File: src/rtl/mem_stage_ctrl_pkg.sv
`default_nettype none
// ============================================================================
// Module      : mem_stage_ctrl_pkg
// Description : Shared types and constants for the memory-stage controller.
//               Contains the FSM state type, the bit positions inside the
//               2-bit write-back control field, and the mask that flags a
//               misaligned word address.
// Revision    : 1.0 - initial release
// ============================================================================
package mem_stage_ctrl_pkg;

    typedef enum logic [0:0] {
        IDLE = 1'b0,
        REQ  = 1'b1
    } state_t;

    localparam int WB_REGWRITE = 1;
    localparam int WB_MEMTOREG = 0;

    // Any set bit under this mask means the address is not word aligned.
    localparam logic [1:0] MISALIGN_MASK = 2'b11;

endpackage : mem_stage_ctrl_pkg
`default_nettype wire

File: src/rtl/mem_wb_reg.sv
`default_nettype none
// ============================================================================
// Module      : mem_wb_reg
// Description : MEM/WB pipeline register with load enable and bubble insert.
//               i_load    : capture the incoming instruction this edge
//               i_squash  : capture it, but with write-back control cleared
//               i_rd_load : also capture memory read data (ack edge)
//               When i_load is low, a bubble is inserted: write-back control
//               goes to zero and every other field keeps its value.
//               Outputs o_wb / o_rdata / o_aluout / o_rdaddr are the
//               MEM/WB fields seen by write-back.
// Revision    : 1.0 - initial release
// ============================================================================
module mem_wb_reg
    import mem_stage_ctrl_pkg::*;
(
    input  logic        i_clk,
    input  logic        i_rst,
    input  logic        i_load,
    input  logic        i_squash,
    input  logic        i_rd_load,
    input  logic [1:0]  i_wb,
    input  logic [31:0] i_aluout,
    input  logic [4:0]  i_rdaddr,
    input  logic [31:0] i_rdata,
    output logic [1:0]  o_wb,
    output logic [31:0] o_rdata,
    output logic [31:0] o_aluout,
    output logic [4:0]  o_rdaddr
);

    always_ff @(posedge i_clk or posedge i_rst) begin
        if (i_rst) begin
            o_wb     <= 2'b00;
            o_rdata  <= 32'd0;
            o_aluout <= 32'd0;
            o_rdaddr <= 5'd0;
        end else if (i_load) begin
            // A squashed instruction still flows through but never writes back.
            o_wb[WB_REGWRITE] <= i_wb[WB_REGWRITE] & ~i_squash;
            o_wb[WB_MEMTOREG] <= i_wb[WB_MEMTOREG] & ~i_squash;
            o_aluout          <= i_aluout;
            o_rdaddr          <= i_rdaddr;
            if (i_rd_load) begin
                o_rdata <= i_rdata;
            end
        end else begin
            o_wb <= 2'b00;
        end
    end

endmodule : mem_wb_reg
`default_nettype wire

File: src/rtl/mem_stage_ctrl.sv
`default_nettype none
// ============================================================================
// Module      : mem_stage_ctrl
// Description : Memory-stage controller. Turns EX/MEM load/store requests
//               into a registered req/ack memory transaction, stalls the
//               front of the pipeline while the access is outstanding,
//               aborts accesses that exceed TIMEOUT request cycles, and
//               terminates the stage in a MEM/WB register.
// Ports       : clk_i/rst_i          - clock, async active-high reset
//               MEMR_i/MEMW_i/WB_i/ALUout_i/RS2_i/RDaddr_i - EX/MEM fields
//               stall_o              - hold upstream pipeline (combinational)
//               mem_req_o/we/addr/wdata, mem_ack_i/mem_rdata_i - memory port
//               WB_o/rdata_o/ALUout_o/RDaddr_o - MEM/WB fields
//               err_o                - sticky misaligned/timeout flag
// Revision    : 1.0 - initial release
// ============================================================================
module mem_stage_ctrl
    import mem_stage_ctrl_pkg::*;
#(
    parameter int TIMEOUT = 16
) (
    input  logic        clk_i,
    input  logic        rst_i,
    input  logic        MEMR_i,
    input  logic        MEMW_i,
    input  logic [1:0]  WB_i,
    input  logic [31:0] ALUout_i,
    input  logic [31:0] RS2_i,
    input  logic [4:0]  RDaddr_i,
    output logic        stall_o,
    output logic        mem_req_o,
    output logic        mem_we_o,
    output logic [31:0] mem_addr_o,
    output logic [31:0] mem_wdata_o,
    input  logic        mem_ack_i,
    input  logic [31:0] mem_rdata_i,
    output logic [1:0]  WB_o,
    output logic [31:0] rdata_o,
    output logic [31:0] ALUout_o,
    output logic [4:0]  RDaddr_o,
    output logic        err_o
);

    localparam int                 c_CNT_W    = $clog2(TIMEOUT);
    localparam logic [c_CNT_W-1:0] c_CNT_LAST = c_CNT_W'(TIMEOUT - 1);

    state_t             r_state;
    state_t             w_state_nxt;
    logic [c_CNT_W-1:0] r_cnt;
    logic               r_mem_req;
    logic               r_mem_we;
    logic [31:0]        r_mem_addr;
    logic [31:0]        r_mem_wdata;
    logic               r_err;

    logic               w_access;
    logic               w_aligned;
    logic               w_start;
    logic               w_misalign;
    logic               w_ack;
    logic               w_timeout;
    logic               w_stall;

    // ------------------------------------------------------------------
    // Next-state and control decode
    // ------------------------------------------------------------------
    always_comb begin
        w_access    = MEMR_i | MEMW_i;
        w_aligned   = (ALUout_i[1:0] & MISALIGN_MASK) == 2'b00;
        w_start     = (r_state == IDLE) & w_access & w_aligned;
        w_misalign  = (r_state == IDLE) & w_access & ~w_aligned;
        // Acks outside REQ are stray and must not complete anything.
        w_ack       = (r_state == REQ) & mem_ack_i;
        // An ack in the final counted cycle wins over the timeout.
        w_timeout   = (r_state == REQ) & ~mem_ack_i & (r_cnt == c_CNT_LAST);
        // Gated by reset so the pipeline is never held while in reset.
        w_stall     = ~rst_i & (w_start | ((r_state == REQ) & ~mem_ack_i & ~w_timeout));
        w_state_nxt = r_state;
        case (r_state)
            IDLE: if (w_start) w_state_nxt = REQ;
            REQ:  if (w_ack | w_timeout) w_state_nxt = IDLE;
            default: w_state_nxt = IDLE;
        endcase
    end

    // ------------------------------------------------------------------
    // State, timeout counter and request registers
    // ------------------------------------------------------------------
    always_ff @(posedge clk_i or posedge rst_i) begin
        if (rst_i) begin
            r_state     <= IDLE;
            r_cnt       <= '0;
            r_mem_req   <= 1'b0;
            r_mem_we    <= 1'b0;
            r_mem_addr  <= 32'd0;
            r_mem_wdata <= 32'd0;
            r_err       <= 1'b0;
        end else begin
            r_state <= w_state_nxt;
            if (w_start) begin
                // A simultaneous read+write request is issued as a store.
                r_mem_req   <= 1'b1;
                r_mem_we    <= MEMW_i;
                r_mem_addr  <= ALUout_i;
                r_mem_wdata <= RS2_i;
                r_cnt       <= '0;
            end else if (r_state == REQ) begin
                if (w_ack | w_timeout) begin
                    r_mem_req <= 1'b0;
                end else begin
                    r_cnt <= r_cnt + 1'b1;
                end
            end
            if (w_misalign | w_timeout) begin
                r_err <= 1'b1;
            end
        end
    end

    // ------------------------------------------------------------------
    // MEM/WB register
    // ------------------------------------------------------------------
    mem_wb_reg u_mem_wb_reg (
        .i_clk     (clk_i),
        .i_rst     (rst_i),
        .i_load    (~w_stall),
        .i_squash  (w_misalign | w_timeout),
        .i_rd_load (w_ack),
        .i_wb      (WB_i),
        .i_aluout  (ALUout_i),
        .i_rdaddr  (RDaddr_i),
        .i_rdata   (mem_rdata_i),
        .o_wb      (WB_o),
        .o_rdata   (rdata_o),
        .o_aluout  (ALUout_o),
        .o_rdaddr  (RDaddr_o)
    );

    assign stall_o     = w_stall;
    assign mem_req_o   = r_mem_req;
    assign mem_we_o    = r_mem_we;
    assign mem_addr_o  = r_mem_addr;
    assign mem_wdata_o = r_mem_wdata;
    assign err_o       = r_err;

endmodule : mem_stage_ctrl
`default_nettype wire

File: config.mk
export PLATFORM = sky130hd
export DESIGN_NAME = mem_stage_ctrl
export DESIGN_NICKNAME = d
export VERILOG_FILES = /design/src/rtl/mem_stage_ctrl_pkg.sv /design/src/rtl/mem_wb_reg.sv /design/src/rtl/mem_stage_ctrl.sv
export SDC_FILE = /design/constraint.sdc
export NUM_CORES = 1
export LEC_CHECK = 0
export CORE_MARGIN = 2
export CORE_UTILIZATION = 38
export DETAILED_ROUTE_END_ITERATION = 8
export PLACE_DENSITY = 0.79
export SYNTH_ARGS = -nofsm -noshare
export SYNTH_HDL_FRONTEND = slang
export SYNTH_SLANG_ARGS = --single-unit
File: constraint.sdc
create_clock -name clk_i -period 5.1 [get_ports clk_i]
set_input_delay 1.275 -clock clk_i [delete_from_list [all_inputs] [get_ports clk_i]]
set_output_delay 1.275 -clock clk_i [all_outputs]
set_load 0.01 [all_outputs]
==> flow_metrics.env, run 1 <==
export IMPL_status="finished clean"
export IMPL_wl_um=13000
export IMPL_ys_seq_elements=143
export IMPL_path_class="in2out"
export IMPL_grt_max_degree=89
export IMPL_nNetsFinal=692
export IMPL_port_buffers=246
export IMPL_hold_end="err_o$_DFFE_PP0P_"
export IMPL_synthArstFlopShare=1.00
export IMPL_vdd_drop_max_uv=249
export IMPL_cts_tree="yes"
export IMPL_vias=3688
export IMPL_cp_data_arrival_time_ps=2970
export IMPL_synth_most_common_cell="dfrtp_1"
export IMPL_power_switching_w=0.000901
export IMPL_yosysTopAreaCellShare=0.656
export IMPL_fp_row_count=43
export IMPL_final_area_um2=8630
export IMPL_grt_overflow=0
export IMPL_finalHoldViolCount=0
export IMPL_insertedDiodeCount=0
export IMPL_grt_pass1_wl_um=20000
export IMPL_h_tree_depth=4
export IMPL_cellPowerDensity_nw_per_um2=421
export IMPL_critPathMaxFanout=4
export IMPL_clk_pin_slew_worst_paths_ps=60
export IMPL_synth_edf_count=0
export IMPL_ant_nets=0
export IMPL_slew_limit_headroom=0.267
export IMPL_swShare=0.248
export IMPL_vias_per_cell=4.76
export IMPL_worst_slack_ps=860
export IMPL_start_util=0.391
export IMPL_cts_buffers=17
export IMPL_first_pass_iters=4
export IMPL_syn_num_nets=436
export IMPL_insertion_delay_ps=410
export IMPL_timing_setup_tns_ps=0
export IMPL_antenna_found_initial=0
export IMPL_synth_largest_area_cell="dfrtp_1"
export IMPL_clock_fmax_mhz=236
export IMPL_skew_ps=11.4
export IMPL_area_growth_synth_to_final_pct=58.2
export IMPL_routabilityCongestion=0.718
export IMPL_drc=0
export IMPL_netlist_top_cells_area="dfrtp_1 (66%), mux2_2 (24%), mux2_4 (2.8%)"
export IMPL_fp_coreArea_um2=13900
export IMPL_reg2reg_depth=5
export IMPL_die_h_um=124
export IMPL_post_place_ws_ps=843
export IMPL_yosys_warnings=0
export IMPL_drv_slew=0
export IMPL_worst_ep_required_time_ps=3830
export IMPL_seq_power_share=0.411
export IMPL_syn_avg_cell_area_um2=16.7
export IMPL_placed_area_um2=8080
export IMPL_r2r_start="r_cnt[0]$_DFFE_PP0P_"
export IMPL_boundaryPins=247
export IMPL_r2r_end="u_mem_wb_reg.o_aluout[26]$_DFFE_PP0N_"
export IMPL_fillers=1049
export IMPL_clockBufferDepth=2
export IMPL_postCtsSetupBuffers=0
export IMPL_pwr_share_clk=0.318
export IMPL_syn_cell_area_um2=5450
export IMPL_postSynthCellCount=327
export IMPL_hold_ws_ps=477
export IMPL_ys_seq_area_frac=0.656
export IMPL_power_internal_w=0.00273
export IMPL_cts_hold_buf=0
export IMPL_die_area_um2=15300
export IMPL_grt_pass1_vias=4001
export IMPL_cts_resized=0
export IMPL_fp_dieW_um=124
export IMPL_hold_class="reg2reg"
export IMPL_reg2reg_slack_ps=2920
export IMPL_period_needed_ps=4240
export IMPL_min_path_cells=1
export IMPL_wire_per_inst_um=16.7
export IMPL_layout_drive_gt1_share=0.274
export IMPL_min_from="err_o$_DFFE_PP0P_"
export IMPL_cp_end_kind="output port"
export IMPL_cts_sinks=143
export IMPL_cap_violations=0
export IMPL_synthTopCellsByCount="dfrtp_1 (143), mux2_2 (117), mux2_4 (10), buf_4 (6), mux2_1 (5)"
export IMPL_rsz0062_at_grt="false"
export IMPL_p_leak_nw=3.58
export IMPL_grt_usage=0.175
export IMPL_post_route_period_util=0.831
export IMPL_dp_hpwl_um=9410
export IMPL_stdcell_count=775
export IMPL_setup_violations=0
export IMPL_ys_types=29
export IMPL_drt_iter0_markers=149
export IMPL_ys_flop_type="dfrtp_1"
export IMPL_root_buffer="clkbuf_16"
export IMPL_dp_cells=744
export IMPL_tightest_slew_ps=1100
export IMPL_power_frac_comb=0.271
export IMPL_critPathLaunchType="input port"
## worst max-delay path by stage
| stage | startpoint | endpoint | slack [ps] | depth (start not counted) |
|---|---|---|---|---|
| CTS | ALUout_i[1] | stall_o | 840 | 4 |
| finish | ALUout_i[1] | stall_o | 860 | 4 |
| floorplan | mem_ack_i | stall_o | 1750 | 3 |
| global route | mem_ack_i | stall_o | 800 | 4 |
| global placement | ALUout_i[1] | stall_o | 860 | 4 |
| detailed placement | ALUout_i[1] | stall_o | 840 | 4 |
## through the flow
step | total power [W] | utilization
6_report | 0.00363 | 0.619
5_1_grt | 0.00382 | 0.619
4_1_cts | 0.00368 | 0.619
3_5_place_dp | 0.00251 | 0.580
3_3_place_gp | 0.00247 | 0.580
2_1_floorplan | 0.00188 | -
## critical path: stages
cell             delay [ps]
clkdlybuf4s50_1         510
or3_1                   430
o22ai_4                 140
clkdlybuf4s50_1         600
## area by class of cell
class / count / area [µm²] / share of cell area
clock inverters: 7 / 87.6 / 0.0102
repair buffers: 252 / 2510 / 0.291
clock buffers: 24 / 462 / 0.0535
inverters: 3 / 15.0 / 0.00174
multi-input cells: 166 / 1750 / 0.203
flip-flops and latches: 143 / 3580 / 0.415
well taps: 180 / 225 / 0.0261
## flip-flops by register name (all words and copies together) (netlist names)
| signal | cells |
|---|---|
| err_o | 1 |
| mem_addr_o | 32 |
| mem_req_o | 1 |
| mem_wdata_o | 32 |
| mem_we_o | 1 |
| r_cnt | 4 |
| r_state | 1 |
| u_mem_wb_reg.o_aluout | 32 |
| u_mem_wb_reg.o_rdaddr | 5 |
| u_mem_wb_reg.o_rdata | 32 |
| u_mem_wb_reg.o_wb | 2 |
## routing by layer
layer	part of all wire	up-vias	track usage	wire length (µm)
met3	0.097	15	0.0861	1260
met4	0.017	0	0.0682	219
met5	0	-	0	0
li1	-	1681	-	-
met2	0.51	156	0.294	6600
met1	0.38	1836	0.189	4880
## cell usage in the layout (no fill, tap or decap), drive strengths merged
| master | netlist | layout |
|---|---|---|
| buf | 15 | 6 |
| a21o | 1 | 1 |
| or3b | 1 | 1 |
| o22ai | 2 | 2 |
| nand2b | 1 | 1 |
| o21ai | 3 | 3 |
| and3 | 1 | 1 |
| o31ai | 1 | 1 |
| nand2 | 1 | 1 |
| mux2 | 132 | 132 |
| ha | 1 | 1 |
| bufinv | 0 | 2 |
| nor2b | 3 | 3 |
| clkinvlp | 0 | 2 |
| or3 | 3 | 3 |
| a311oi | 1 | 1 |
| clkbuf | 0 | 24 |
| or2 | 2 | 2 |
| inv | 3 | 2 |
| nor2 | 2 | 2 |
| o21bai | 1 | 1 |
| nor3 | 3 | 3 |
| clkinv | 0 | 4 |
| nand3 | 3 | 3 |
| dfrtp | 143 | 143 |
| clkdlybuf4s50 | 0 | 246 |
| a21oi | 4 | 4 |
## power by group through the flow
stage	clock (W)	combinational, W	sequential [W]
2_1_floorplan	0	0.000277	0.00160
3_3_place_gp	0	0.000978	0.00149
3_5_place_dp	0	0.000995	0.00151
4_1_cts	0.00118	0.00100	0.00150
5_1_grt	0.00124	0.00105	0.00152
6_report	0.00115	0.000984	0.00149
## logic make-up after synthesis
| logic type | Yosys count | share of synthesized area |
|---|---|---|
| adders and majority gates | 1 | 0.00229 |
| AOI/OAI and AO/OA | 13 | 0.0170 |
| muxes | 132 | 0.279 |
| and+or+nand+nor | 20 | 0.0227 |
| DFF | 143 | 0.656 |
| buffers and inverters | 18 | 0.0225 |
Power figures use the tool's default switching activity.
==> inputs of run 2 (changes only) <==
- CORE_UTILIZATION: 38 -> 42
- PLACE_DENSITY: 0.79 -> 0.83
- clock period: 5.1 -> 4.4 ns (I/O delays scaled with it)
==> run 2 against run 1 <==
Compared with the run above:
- global-route usage rose by 2.8 points
- via count rose by 0.49%
- die area is 9.2% lower
- sequential share of layout area decreased by 0.36 points
- non-clock buffer count unchanged
- register-to-register slack worse by 740 ps
- critical path type unchanged
- critical endpoint unchanged
- largest power group unchanged
==> flow_metrics.env, run 2 (synthesized netlist as in run 1, its figures left out) <==
export IMPL_clockBufferDepth=2
export IMPL_start_util=0.430
export IMPL_reg2reg_slack_ps=2180
export IMPL_wire_per_inst_um=17.9
export IMPL_h_tree_depth=4
export IMPL_grt_overflow=0
export IMPL_utilization=0.687
export IMPL_skew_ps=6.40
export IMPL_p_leak_nw=3.61
export IMPL_drt_iter0_markers=267
export IMPL_vdd_drop_max_uv=315
export IMPL_mostFrequentLayoutCell="clkdlybuf4s50_1"
export IMPL_grt_usage=0.202
export IMPL_port_buffers=246
export IMPL_p_total_w=0.00438
export IMPL_cellPowerDensity_nw_per_um2=503
export IMPL_finalHoldViolCount=0
export IMPL_cts_tree="yes"
export IMPL_routabilityCongestion=0.793
export IMPL_cts_hold_buf=0
export IMPL_fp_coreArea_um2=12700
export IMPL_layout_drive_gt1_share=0.282
export IMPL_drc=0
export IMPL_timing_setup_tns_ps=0
export IMPL_cp_data_arrival_time_ps=2840
export IMPL_die_h_um=118
export IMPL_insertion_delay_ps=420
export IMPL_critPathMaxFanout=4
export IMPL_fp_row_count=41
export IMPL_final_cell_mix="clkdlybuf4s50_1 (246), dfrtp_1 (143), mux2_2 (117), clkbuf_16 (17), mux2_4 (10)"
export IMPL_fillers=917
export IMPL_area_growth_synth_to_final_pct=59.6
export IMPL_dp_hpwl_um=9930
export IMPL_cts_sinks=143
export IMPL_period_needed_ps=3940
export IMPL_status="finished clean"
export IMPL_tightest_slew_ps=731
export IMPL_root_buffer="clkbuf_16"
export IMPL_boundaryPins=247
export IMPL_post_route_period_util=0.896
export IMPL_path_class="in2out"
export IMPL_cap_violations=0
export IMPL_setup_violations=0
export IMPL_critPathLaunchType="input port"
export IMPL_vias=3706
export IMPL_insertedDiodeCount=0
export IMPL_cts_resized=0
export IMPL_nNetsFinal=692
export IMPL_first_pass_iters=4
export IMPL_grt_pass1_wl_um=21700
export IMPL_antenna_found_initial=0
export IMPL_die_area_um2=13900
export IMPL_cts_buffers=17
export IMPL_vias_per_cell=4.83
export IMPL_grt_pass1_vias=4151
export IMPL_slew_limit_headroom=0.512
export IMPL_worst_ep_required_time_ps=3300
export IMPL_postCtsSetupBuffers=0
export IMPL_drv_slew=0
export IMPL_fp_dieW_um=118
export IMPL_ant_nets=0
export IMPL_rsz0062_at_grt="false"
export IMPL_grt_max_degree=73
export IMPL_clock_fmax_mhz=254
export IMPL_cp_end_kind="output port"
export IMPL_wl_um=13700
export IMPL_hold_class="reg2reg"
export IMPL_clk_pin_slew_worst_paths_ps=50
==> run 2: cell types whose count changed in the layout (fill, tap and decap cells not counted) <==
cell	previous run	this run
buf_4	6	5
buf_12	0	1
clkbuf_8	1	2
bufinv_16	2	4
clkinvlp_4	2	4
clkbuf_1	6	2
==> run 2: per-layer routing <==
metal | track usage | up-vias | routed length [µm]
met2 | 0.367 | 153 | 7360
met3 | 0.0785 | 28 | 1010
met4 | 0.0813 | 0 | 329
li1 | - | 1672 | -
met5 | 0 | - | 0
met1 | 0.209 | 1853 | 5010
==> run 2: power breakdown <==
group          total [W]  switching, W  leakage (nW)  internal (W)
registers        0.00173      0.000144          1.69       0.00158
logic            0.00115      0.000414          1.62      0.000739
clock network    0.00150      0.000524         0.299      0.000974
total            0.00438       0.00108          3.61       0.00330
==> run 2: worst paths after layout <==
kind	start	end	cells after the start
hold / removal	err_o$_DFFE_PP0P_	err_o$_DFFE_PP0P_	1
setup reg to reg	r_cnt[0]$_DFFE_PP0P_	u_mem_wb_reg.o_aluout[22]$_DFFE_PP0N_	5
hold reg to reg	err_o$_DFFE_PP0P_	err_o$_DFFE_PP0P_	1
max in group asynchronous	rst_i	u_mem_wb_reg.o_aluout[28]$_DFFE_PP0N_	3
min in group asynchronous	rst_i	u_mem_wb_reg.o_rdata[17]$_DFFE_PP0P_	2
setup / recovery	ALUout_i[0]	stall_o	4
==> run 2: final cells by class <==
class                           count  area [µm²]  area share
Sequential cell                   143        3580       0.411
Timing Repair Buffer              252        2520       0.289
Multi-Input combinational cell    166        1750       0.201
Clock buffer                       21         460      0.0529
Tap cell                          172         215      0.0247
Clock inverter                     11         163      0.0187
Inverter                            3        15.0     0.00172
==> run 2: worst max-delay path: stages <==
cell and delay [ps]:
clkdlybuf4s50_1 510, or3_1 470, o22ai_4 160, clkdlybuf4s50_1 610
==> run 2: through the flow <==
| stage | cells | worst slack, ps | instance area [µm²] | hold WS, ps |
|---|---|---|---|---|
| 3_5_place_dp | 736 | 476 | 8080 | 469 |
| 5_1_grt | 768 | 428 | 8700 | 499 |
| 4_1_cts | 768 | 447 | 8700 | 483 |
| 3_3_place_gp | 736 | 519 | 8080 | 454 |
| 2_1_floorplan | 327 | 1400 | 5460 | 496 |
| 6_report | 768 | 460 | 8700 | 479 |
